==> config.mk <==
export PLATFORM = sky130hd
export DESIGN_NAME = uart_pkt_framer
export DESIGN_NICKNAME = d
export VERILOG_FILES = /design/src/rtl/uart_pkt_framer.sv
export SDC_FILE = /design/constraint.sdc
export NUM_CORES = 1
export LEC_CHECK = 0
export ABC_AREA = 1
export CAP_MARGIN = 20
export CORE_ASPECT_RATIO = 1.25
export CORE_MARGIN = 8
export CORE_UTILIZATION = 43
export CTS_CLUSTER_DIAMETER = 40
export DETAILED_ROUTE_END_ITERATION = 16
export PLACE_DENSITY_LB_ADDON = 0.05
export RECOVER_POWER = 50
export SLEW_MARGIN = 5
export SYNTH_ARGS = -nofsm -noshare
export SYNTH_HDL_FRONTEND = slang
export SYNTH_SLANG_ARGS = --single-unit
==> constraint.sdc <==
create_clock -name clock -period 5.6 [get_ports clock]
set_input_delay 1.12 -clock clock [delete_from_list [all_inputs] [get_ports clock]]
set_output_delay 1.12 -clock clock [all_outputs]
set_load 0.01 [all_outputs]
==> src/rtl/uart_pkt_framer.sv <==
// Packet framer in front of a byte-wide UART transmitter: buffers payload bytes and,
// on send, hands SYNC, LEN, payload and an XOR checksum to the UART one byte at a time.
module uart_pkt_framer #(
  parameter int unsigned MAX_LEN   = 16,
  parameter int unsigned LEN_BITS  = 5,
  parameter logic [7:0]  SYNC_BYTE = 8'hA5
) (
  input  logic                clock,
  input  logic                reset,
  input  logic                wr_en,
  input  logic [7:0]          wr_data,
  input  logic                send,
  output logic                busy,
  output logic [LEN_BITS-1:0] buf_count,
  output logic                overflow,
  output logic                done,
  input  logic                txready,
  output logic                txen,
  output logic [7:0]          din
);

  localparam int unsigned IDX_BITS = (MAX_LEN > 1) ? $clog2(MAX_LEN) : 1;
  localparam logic [LEN_BITS-1:0] MAX_CNT = LEN_BITS'(MAX_LEN);

  localparam logic [1:0] ST_IDLE  = 2'd0;
  localparam logic [1:0] ST_ISSUE = 2'd1;
  localparam logic [1:0] ST_ACK   = 2'd2;
  localparam logic [1:0] ST_DRAIN = 2'd3;

  localparam logic [1:0] FLD_SYNC = 2'd0;
  localparam logic [1:0] FLD_LEN  = 2'd1;
  localparam logic [1:0] FLD_DATA = 2'd2;
  localparam logic [1:0] FLD_CHK  = 2'd3;

  logic [7:0] mem [MAX_LEN];

  logic [1:0]          state_q, state_d;
  logic [1:0]          field_q, field_d;
  logic [IDX_BITS-1:0] idx_q, idx_d;
  logic [7:0]          len_q, len_d;
  logic [7:0]          chk_q, chk_d;
  logic [LEN_BITS-1:0] count_q, count_d;
  logic                txen_q, txen_d;
  logic [7:0]          din_q, din_d;
  logic                busy_q, busy_d;
  logic                done_q, done_d;
  logic                ovf_q, ovf_d;

  logic       wr_ok;
  logic       last_data;
  logic [7:0] cur_byte;
  logic [7:0] send_len;

  assign wr_ok     = wr_en && (state_q == ST_IDLE) && (count_q < MAX_CNT);
  assign last_data = (8'(idx_q) == (len_q - 8'd1));
  // A byte written in the same cycle as send belongs to this frame.
  assign send_len  = 8'(count_q) + {7'd0, wr_ok};

  always_comb begin
    cur_byte = SYNC_BYTE;
    case (field_q)
      FLD_SYNC: cur_byte = SYNC_BYTE;
      FLD_LEN:  cur_byte = len_q;
      FLD_DATA: cur_byte = mem[idx_q];
      FLD_CHK:  cur_byte = chk_q;
      default:  cur_byte = SYNC_BYTE;
    endcase
  end

  always_comb begin
    state_d = state_q;
    field_d = field_q;
    idx_d   = idx_q;
    len_d   = len_q;
    chk_d   = chk_q;
    count_d = count_q;
    txen_d  = 1'b0;
    din_d   = din_q;
    busy_d  = busy_q;
    done_d  = 1'b0;
    ovf_d   = wr_en && !wr_ok;

    if (wr_ok) begin
      count_d = count_q + LEN_BITS'(1);
    end

    case (state_q)
      ST_IDLE: begin
        if (send) begin
          len_d   = send_len;
          chk_d   = send_len;
          field_d = FLD_SYNC;
          idx_d   = '0;
          busy_d  = 1'b1;
          state_d = ST_ISSUE;
        end
      end
      ST_ISSUE: begin
        if (txready) begin
          din_d   = cur_byte;
          txen_d  = 1'b1;
          state_d = ST_ACK;
        end
      end
      ST_ACK: begin
        if (!txready) begin
          state_d = ST_DRAIN;
        end
      end
      ST_DRAIN: begin
        if (txready) begin
          state_d = ST_ISSUE;
          case (field_q)
            FLD_SYNC: field_d = FLD_LEN;
            FLD_LEN: begin
              field_d = (len_q == 8'd0) ? FLD_CHK : FLD_DATA;
              idx_d   = '0;
            end
            FLD_DATA: begin
              chk_d = chk_q ^ mem[idx_q];
              if (last_data) begin
                field_d = FLD_CHK;
              end else begin
                idx_d = idx_q + IDX_BITS'(1);
              end
            end
            FLD_CHK: begin
              state_d = ST_IDLE;
              done_d  = 1'b1;
              busy_d  = 1'b0;
              count_d = '0;
            end
            default: state_d = ST_IDLE;
          endcase
        end
      end
      default: state_d = ST_IDLE;
    endcase
  end

  always_ff @(posedge clock or negedge reset) begin
    if (!reset) begin
      state_q <= ST_IDLE;
      field_q <= FLD_SYNC;
      idx_q   <= '0;
      len_q   <= 8'd0;
      chk_q   <= 8'd0;
      count_q <= '0;
      txen_q  <= 1'b0;
      din_q   <= 8'd0;
      busy_q  <= 1'b0;
      done_q  <= 1'b0;
      ovf_q   <= 1'b0;
    end else begin
      state_q <= state_d;
      field_q <= field_d;
      idx_q   <= idx_d;
      len_q   <= len_d;
      chk_q   <= chk_d;
      count_q <= count_d;
      txen_q  <= txen_d;
      din_q   <= din_d;
      busy_q  <= busy_d;
      done_q  <= done_d;
      ovf_q   <= ovf_d;
    end
  end

  // Payload storage needs no reset: buf_count alone says what is valid.
  always_ff @(posedge clock) begin
    if (wr_ok) begin
      mem[IDX_BITS'(count_q)] <= wr_data;
    end
  end

  assign busy      = busy_q;
  assign buf_count = count_q;
  assign overflow  = ovf_q;
  assign done      = done_q;
  assign txen      = txen_q;
  assign din       = din_q;

endmodule
==> Implementation_results.wiki, run 1 <==
{| class="wikitable"
! Metric !! Value
|-
| Final non-filler cell total || 1110
|-
| GP Congestion || 0.831
|-
| Die boundary width || 137 um
|-
| Number of setup buffers added after CTS || 0
|-
| Maximum vdd drop || 0.000203 V
|-
| Fraction of final layout cells with drive strength greater than 1 || 4.08%
|-
| Slew @ Worst Pin || 2210 ps
|-
| Vias in the first global route || 5870
|-
| Number of detailed-routing iterations run before antenna repair || 5
|-
| Fin Clk Skew || 15.4 ps
|-
| Dpl hpwl || 14000 um
|-
| Flip-flop and latch count after synthesis || 167
|-
| Setup slack, reg-to-reg || 2600 ps
|-
| Most frequent standard cell in the layout excluding fill and tap cells || sky130_fd_sc_hd__nand2_1
|-
| Biggest fanout along the worst timing path || 8
|-
| Instance area after placement || 8320 sq um
|-
| CTS buffer count || 17
|-
| Area of the die || 22900 sq um
|-
| Total Neg Setup Slack || 0 ps
|-
| DRC violations left || 0
|-
| Async set-or-reset flop fraction in the synthesized netlist || 23.4%
|-
| Number of antenna violations at the first check in global routing || 0
|-
| Detailed router's first-iteration violation count || 444
|-
| Critical Path Source Type || input port
|-
| Total congestion overflow after global routing || 0
|-
| Remaining number of nets flagged by the antenna check after routing || 0
|-
| Part of the cycle the worst path needs || 61.3%
|-
| Clock latency on the worst-skew pair || 430 ps
|-
| Worst reg2reg path startpoint || state_q[0]
|-
| Worst hold path class || reg -> reg
|-
| Average routed wire per standard cell || 18.4 um
|-
| Max-slew headroom || -47.3%
|-
| Clock slew at reported path FFs || 70 ps
|-
| Net count of the mapped netlist || 878
|-
| Total setup violations reported at the end of the flow || 0
|-
| Aggregate global-route resource usage || 18.5%
|-
| Stage delay of the slowest cell on the critical path || 690 ps
|-
| FP Rows || 55
|-
| Number of instances in the placed design || 1079
|-
| Total non-filler cell area in the finished layout || 8820 sq um
|-
| Count of cells resized by post-cts repair || 0
|-
| R2R cell count || 6
|-
| Depth of the CTS H-tree || 4
|-
| Max Transition Viols Final || 40
|-
| Main flop type after synthesis || sky130_fd_sc_hd__edfxtp_1
|-
| Arrival time at the worst endpoint || 3490 ps
|-
| Number of nets in the layout || 899
|-
| Number of synthesized flops with an enable pin || 128
|-
| First-pass GRT wire length || 32000 um
|-
| Slowest CP cell || sky130_fd_sc_hd__nor3_1
|-
| Clock tree from TritonCTS || built
|-
| Maximum buffer depth of the clock tree || 2
|-
| Cells along the critical path || dlygate4sd3_1 > inv_1 > nor3_1 > nand2_1 > nor2_1
|-
| Violations in the final reports || max-capacitance violations, max-slew violations
|-
| Run status || complete, but fails checks
|-
| Via count || 5697
|-
| Hold violation count in the final report || 0
|-
| Final critical delay including setup and external delays || 3430 ps
|-
| Kind of capture point of the worst setup path || flip-flop
|-
| Critical path endpoint || mem[14][3]
|-
| Height of the die || 167 um
|-
| Number of vias per cell after detailed routing || 5.13
|-
| Number of standard cells after synthesis || 849
|-
| Total power divided by cell area || 399 nW/um^2
|-
| Drt total wl || 20500 um
|-
| Required time worst endpoint || 5650 ps
|-
| Number of hold buffers added after CTS || 0
|-
| Antenna diode count || 0
|-
| Warnings from Yosys || 0
|-
| Setup crit start || wr_en
|-
| Core Area || 18000 sq um
|-
| I/O Buffers || 29
|-
| Commonest cells after routing, fill and taps aside || sky130_fd_sc_hd__nand2_1 (279), sky130_fd_sc_hd__inv_1 (128), sky130_fd_sc_hd__edfxtp_1 (128)
|-
| Maximum Capacitance Violations || 1
|-
| Synth cell types || 31
|-
| Clock Tree Root || sky130_fd_sc_hd__clkbuf_16
|-
| Maximum clock rate || 0.291 GHz
|-
| Destination of the worst register-to-register timing path || mem[14][3]
|-
| Starting Density || 43.7%
|-
| Total standard cell area after synthesis || 7880 sq um
|-
| Area added between synthesis and finish || 12.0%
|-
| Sequential fraction of the synthesis area || 61.2%
|-
| Leakage power || 0.00384 uW
|-
| # clock sinks || 167
|-
| Number of top-level pins || 30
|-
| Mean instance size in the synthesized netlist || 9.28 sq um
|-
| Crit Path Category || in -> reg
|-
| Pin count of the biggest net entering global routing || 71
|-
| RSZ-0062 raised after global routing || false
|}
==> cell usage after synthesis (all sizes together), types with 2 or more instances <==
cell | n | area [sq um]
xor2 | 6 | 52.6
nand3 | 105 | 531
nor3 | 4 | 31.3
nand2 | 280 | 1050
o21ai | 22 | 110
edfxtp | 128 | 3840
ha | 16 | 200
a221oi | 3 | 26.3
o211ai | 2 | 15.0
clkinv | 3 | 11.3
nor2 | 52 | 200
nand3b | 2 | 15.0
dfrtp | 39 | 976
a21oi | 16 | 80.1
buf | 25 | 153
clkbuf | 5 | 18.8
inv | 130 | 490
nand4 | 7 | 43.8
==> metal layers <==
layer  GRT usage [%]  vias up  wire (um)
li1                -     2765          -
met1            22.0     2757       8630
met2            31.4      140      10300
met3            3.26       35        821
met4            8.57        0        702
met5               0        -          0
==> how the worst min path moves through the flow <==
stage               startpoint         end  slack (ps)  cells after the start
finish                  din[3]      din[3]         480                      2
global route            din[3]      din[3]         510                      2
CTS                     din[6]      din[6]         490                      2
detailed placement      din[6]      din[6]         470                      2
global placement        din[3]      din[3]         460                      2
floorplan           field_q[1]  field_q[1]         490                      2
==> layout make-up <==
class	instances	area, sq um
inverters	133	502
fillers	1691	9210
multi-input cells	519	2380
well taps	228	285
repair buffers	32	327
clock inverters	10	72.6
flip-flops and latches	167	4820
clock buffers	21	440
==> sequential cells by signal, indices dropped and copies added, names as in the netlist <==
name	count
mem	128
chk_q	8
din	8
len_q	6
buf_count	5
idx_q	4
field_q	2
state_q	2
busy	1
done	1
overflow	1
txen	1
==> power by group <==
group	internal (uW)	switching [uW]	total [uW]
Sequential	1450	108	1560
Clock	567	476	1040
Combinational	299	619	918
==> critical path, delay by kind of cell <==
family	cells	cell delay, ps
buffers and inverters	2	610
AND/OR/NAND/NOR	3	1760
==> cells by family (layout without fill, tap and decap cells) <==
| logic type | after synthesis | in the layout | synth area share, % |
|---|---|---|---|
| compound gates | 45 | 45 | 3.11 |
| xor+xnor | 7 | 7 | 0.778 |
| simple gates | 451 | 451 | 23.9 |
| buf+inv | 163 | 196 | 8.54 |
| flops | 167 | 167 | 61.2 |
| fa+ha+maj | 16 | 16 | 2.54 |
==> per-stage QoR <==
step	util, %	power, uW	setup WS (ps)	hold WS (ps)
6_report	48.9	3520	2170	482
3_5_place_dp	46.2	2510	2310	469
2_1_floorplan	-	2170	3200	490
5_1_grt	48.9	3720	2020	510
3_3_place_gp	46.0	2500	2340	464
4_1_cts	49.0	3560	2760	488
No activity file was read; power rests on OpenSTA's default activity.
==> run 2, diff against run 1 <==
- clock period: 5.6 -> 2.9 ns (I/O delays scaled with it)
==> run 2 against run 1 <==
  * The flow still finishes with violations (max-capacitance violations, max-slew violations)
  * Cell count increased by 2.1%
  * Routed wire length decreased by 2.2%
  * Register-to-register slack got worse by 2000 ps
  * Combinational power increased by 96%
  * Sequential cell count unchanged
  * Power increased by 100%
  * Critical path depth increased by 8
  * Global-route usage decreased by 0.34 points
  * First-iteration DRC count decreased by 0.90%
  * Count of clock-buffer cells in the layout decreased by 3
  * Sequential power increased by 94%
  * Design area increased by 2.7%
  * Largest cell class unchanged
  * Highest routed layer unchanged
==> Implementation_results.wiki, run 2 (synthesis results as in run 1) <==
{| class="wikitable"
! Metric !! Value
|-
| Remaining number of nets flagged by the antenna check after routing || 0
|-
| Dpl hpwl || 13500 um
|-
| Clock latency on the worst-skew pair || 430 ps
|-
| Worst hold path class || reg -> reg
|-
| Hold-critical path depth || 2
|-
| Layout fillers || 1667
|-
| Total power divided by cell area || 779 nW/um^2
|-
| Fin Clk Skew || 9.21 ps
|-
| Crit Path Category || reg -> reg
|-
| Drt total wl || 20000 um
|-
| Most frequent standard cell in the layout excluding fill and tap cells || sky130_fd_sc_hd__nand2_1
|-
| First-pass GRT wire length || 31600 um
|-
| Die boundary width || 137 um
|-
| Clock Tree Root || sky130_fd_sc_hd__clkbuf_16
|-
| Arrival time at the worst endpoint || 2640 ps
|-
| Maximum clock rate || 0.440 GHz
|-
| Maximum Capacitance Violations || 1
|-
| FP Rows || 55
|-
| Count of cells resized by post-cts repair || 0
|-
| # clock sinks || 167
|-
| Final critical delay including setup and external delays || 2270 ps
|-
| R2R cell count || 13
|-
| Antenna diode count || 0
|-
| Part of the cycle the worst path needs || 78.3%
|-
| DRC violations left || 0
|-
| Average routed wire per standard cell || 17.7 um
|-
| Required time worst endpoint || 3270 ps
|-
| Number of nets in the layout || 921
|-
| RSZ-0062 raised after global routing || false
|-
| Area taken by flip-flops and latches || 4820 sq um
|-
| Starting Density || 43.7%
|-
| Commonest cells after routing, fill and taps aside || sky130_fd_sc_hd__nand2_1 (279), sky130_fd_sc_hd__inv_1 (129), sky130_fd_sc_hd__edfxtp_1 (128)
|-
| Critical Path Source Type || flip-flop
|-
| Setup WS post-layout || 629 ps
|-
| CTS buffer count || 17
|-
| Reg with most FFs || mem
|-
| Setup slack, reg-to-reg || 630 ps
|-
| Vias in the first global route || 5785
|-
| Hold violation count in the final report || 0
|-
| I/O Buffers || 29
|-
| Number of hold buffers added after CTS || 0
|-
| Leakage power || 0.00400 uW
|-
| Fraction of final layout cells with drive strength greater than 1 || 6.85%
|-
| Maximum vdd drop || 0.000430 V
|-
| Core Area || 18000 sq um
|-
| Number of vias per cell after detailed routing || 5.08
|-
| Total Neg Setup Slack || 0 ps
|-
| Via count || 5752
|-
| Max-slew headroom || -43.5%
|-
| Violations in the final reports || max-capacitance violations, max-slew violations
|-
| Area of the die || 22900 sq um
|-
| Biggest fanout along the worst timing path || 7
|-
| Total area of multi-input combinational cells || 2390 sq um
|-
| Detailed router's first-iteration violation count || 440
|-
| Depth of the CTS H-tree || 4
|-
| Total setup violations reported at the end of the flow || 0
|-
| Post-Place Setup Slack || 426 ps
|-
| Destination of the worst register-to-register timing path || chk_q[5]
|-
| Slew @ Worst Pin || 2150 ps
|-
| Clock slew at reported path FFs || 70 ps
|-
| Clock tree from TritonCTS || built
|-
| Number of antenna violations at the first check in global routing || 0
|-
| Maximum buffer depth of the clock tree || 2
|-
| Max Transition Viols Final || 40
|-
| Number of setup buffers added after CTS || 0
|-
| Flip-flop count of the largest register, all copies and words added || 128
|-
| Endpoint, Worst Hold || din[3]
|-
| Number of detailed-routing iterations run before antenna repair || 5
|-
| Area added between synthesis and finish || 14.9%
|-
| Number of top-level pins || 30
|-
| Run status || complete, but fails checks
|-
| Kind of capture point of the worst setup path || flip-flop
|-
| Worst min-delay path startpoint || din[3]
|-
| Total congestion overflow after global routing || 0
|-
| Worst reg2reg path startpoint || state_q[0]
|-
| Height of the die || 167 um
|-
| Pin count of the biggest net entering global routing || 70
|-
| GP Congestion || 0.840
|-
| Aggregate global-route resource usage || 18.1%
|}
-- run 2: cell types whose count changed in the layout (fill, tap and decap cells not counted), sizes merged --
cell / before / now
bufinv: 0 / 2
clkinv: 8 / 11
buf: 3 / 25
clkdlybuf4s50: 18 / 19
dlygate4sd3: 10 / 9
clkinvlp: 2 / 1
clkbuf: 22 / 19
-- run 2: layer usage --
metal	share of wire (%)	global-route usage [%]
met5	0	0
met4	2.3	6.44
met1	42	22.4
met2	51	31.0
met3	4.3	3.08
-- run 2: critical path: stages (launching register included) --
cell and delay [ps]:
sky130_fd_sc_hd__dfrtp_1 430, sky130_fd_sc_hd__inv_1 120, sky130_fd_sc_hd__ha_1 230, sky130_fd_sc_hd__inv_1 110, sky130_fd_sc_hd__nor3_4 300, sky130_fd_sc_hd__ha_1 230, sky130_fd_sc_hd__nand3_1 110, sky130_fd_sc_hd__nor3_1 320
sky130_fd_sc_hd__nand2_1 90, sky130_fd_sc_hd__nand2_1 80, sky130_fd_sc_hd__inv_1 40, sky130_fd_sc_hd__nand2_1 60, sky130_fd_sc_hd__nand2_1 50, sky130_fd_sc_hd__inv_1 40
-- run 2: worst max-delay path by stage --
stage                    start   endpoint  slack, ps  cells after the start
floorplan           state_q[0]  mem[3][0]        880                      8
global placement         wr_en   chk_q[5]        450                     12
detailed placement       wr_en   chk_q[5]        430                     12
CTS                 state_q[0]   chk_q[5]        640                     13
global route             reset   idx_q[0]        230                      1
finish              state_q[0]   chk_q[5]        630                     13
-- run 2: power breakdown --
group | total (uW) | leakage, uW | internal, uW | switching, uW
registers | 3020 | 0.00162 | 2800 | 221
clock network | 2230 | 0.000283 | 1270 | 960
logic | 1800 | 0.00209 | 618 | 1180
total | 7060 | 0.00400 | 4700 | 2360
-- run 2: final cells by class --
cell class                 count  share of cell area [%]
timing repair buffer          54                    5.35
tap                          228                    3.15
clock inverter                14                    1.64
inverter                     133                    5.54
sequential                   167                    53.2
clock buffer                  18                    4.74
multi-input combinational    519                    26.4
-- run 2: stage by stage --
| step | std cells | cell area [sq um] | hold slack (ps) | total power, uW | utilization [%] |
|---|---|---|---|---|---|
| 2_1_floorplan | 849 | 7880 | 284 | 4180 | - |
| 3_5_place_dp | 1101 | 8480 | 478 | 4880 | 47.0 |
| 5_1_grt | 1133 | 9060 | 511 | 7440 | 50.2 |
| 3_3_place_gp | 1101 | 8480 | 466 | 4830 | 47.0 |
| 4_1_cts | 1133 | 9060 | 305 | 7110 | 50.2 |
| 6_report | 1133 | 9060 | 484 | 7060 | 50.2 |
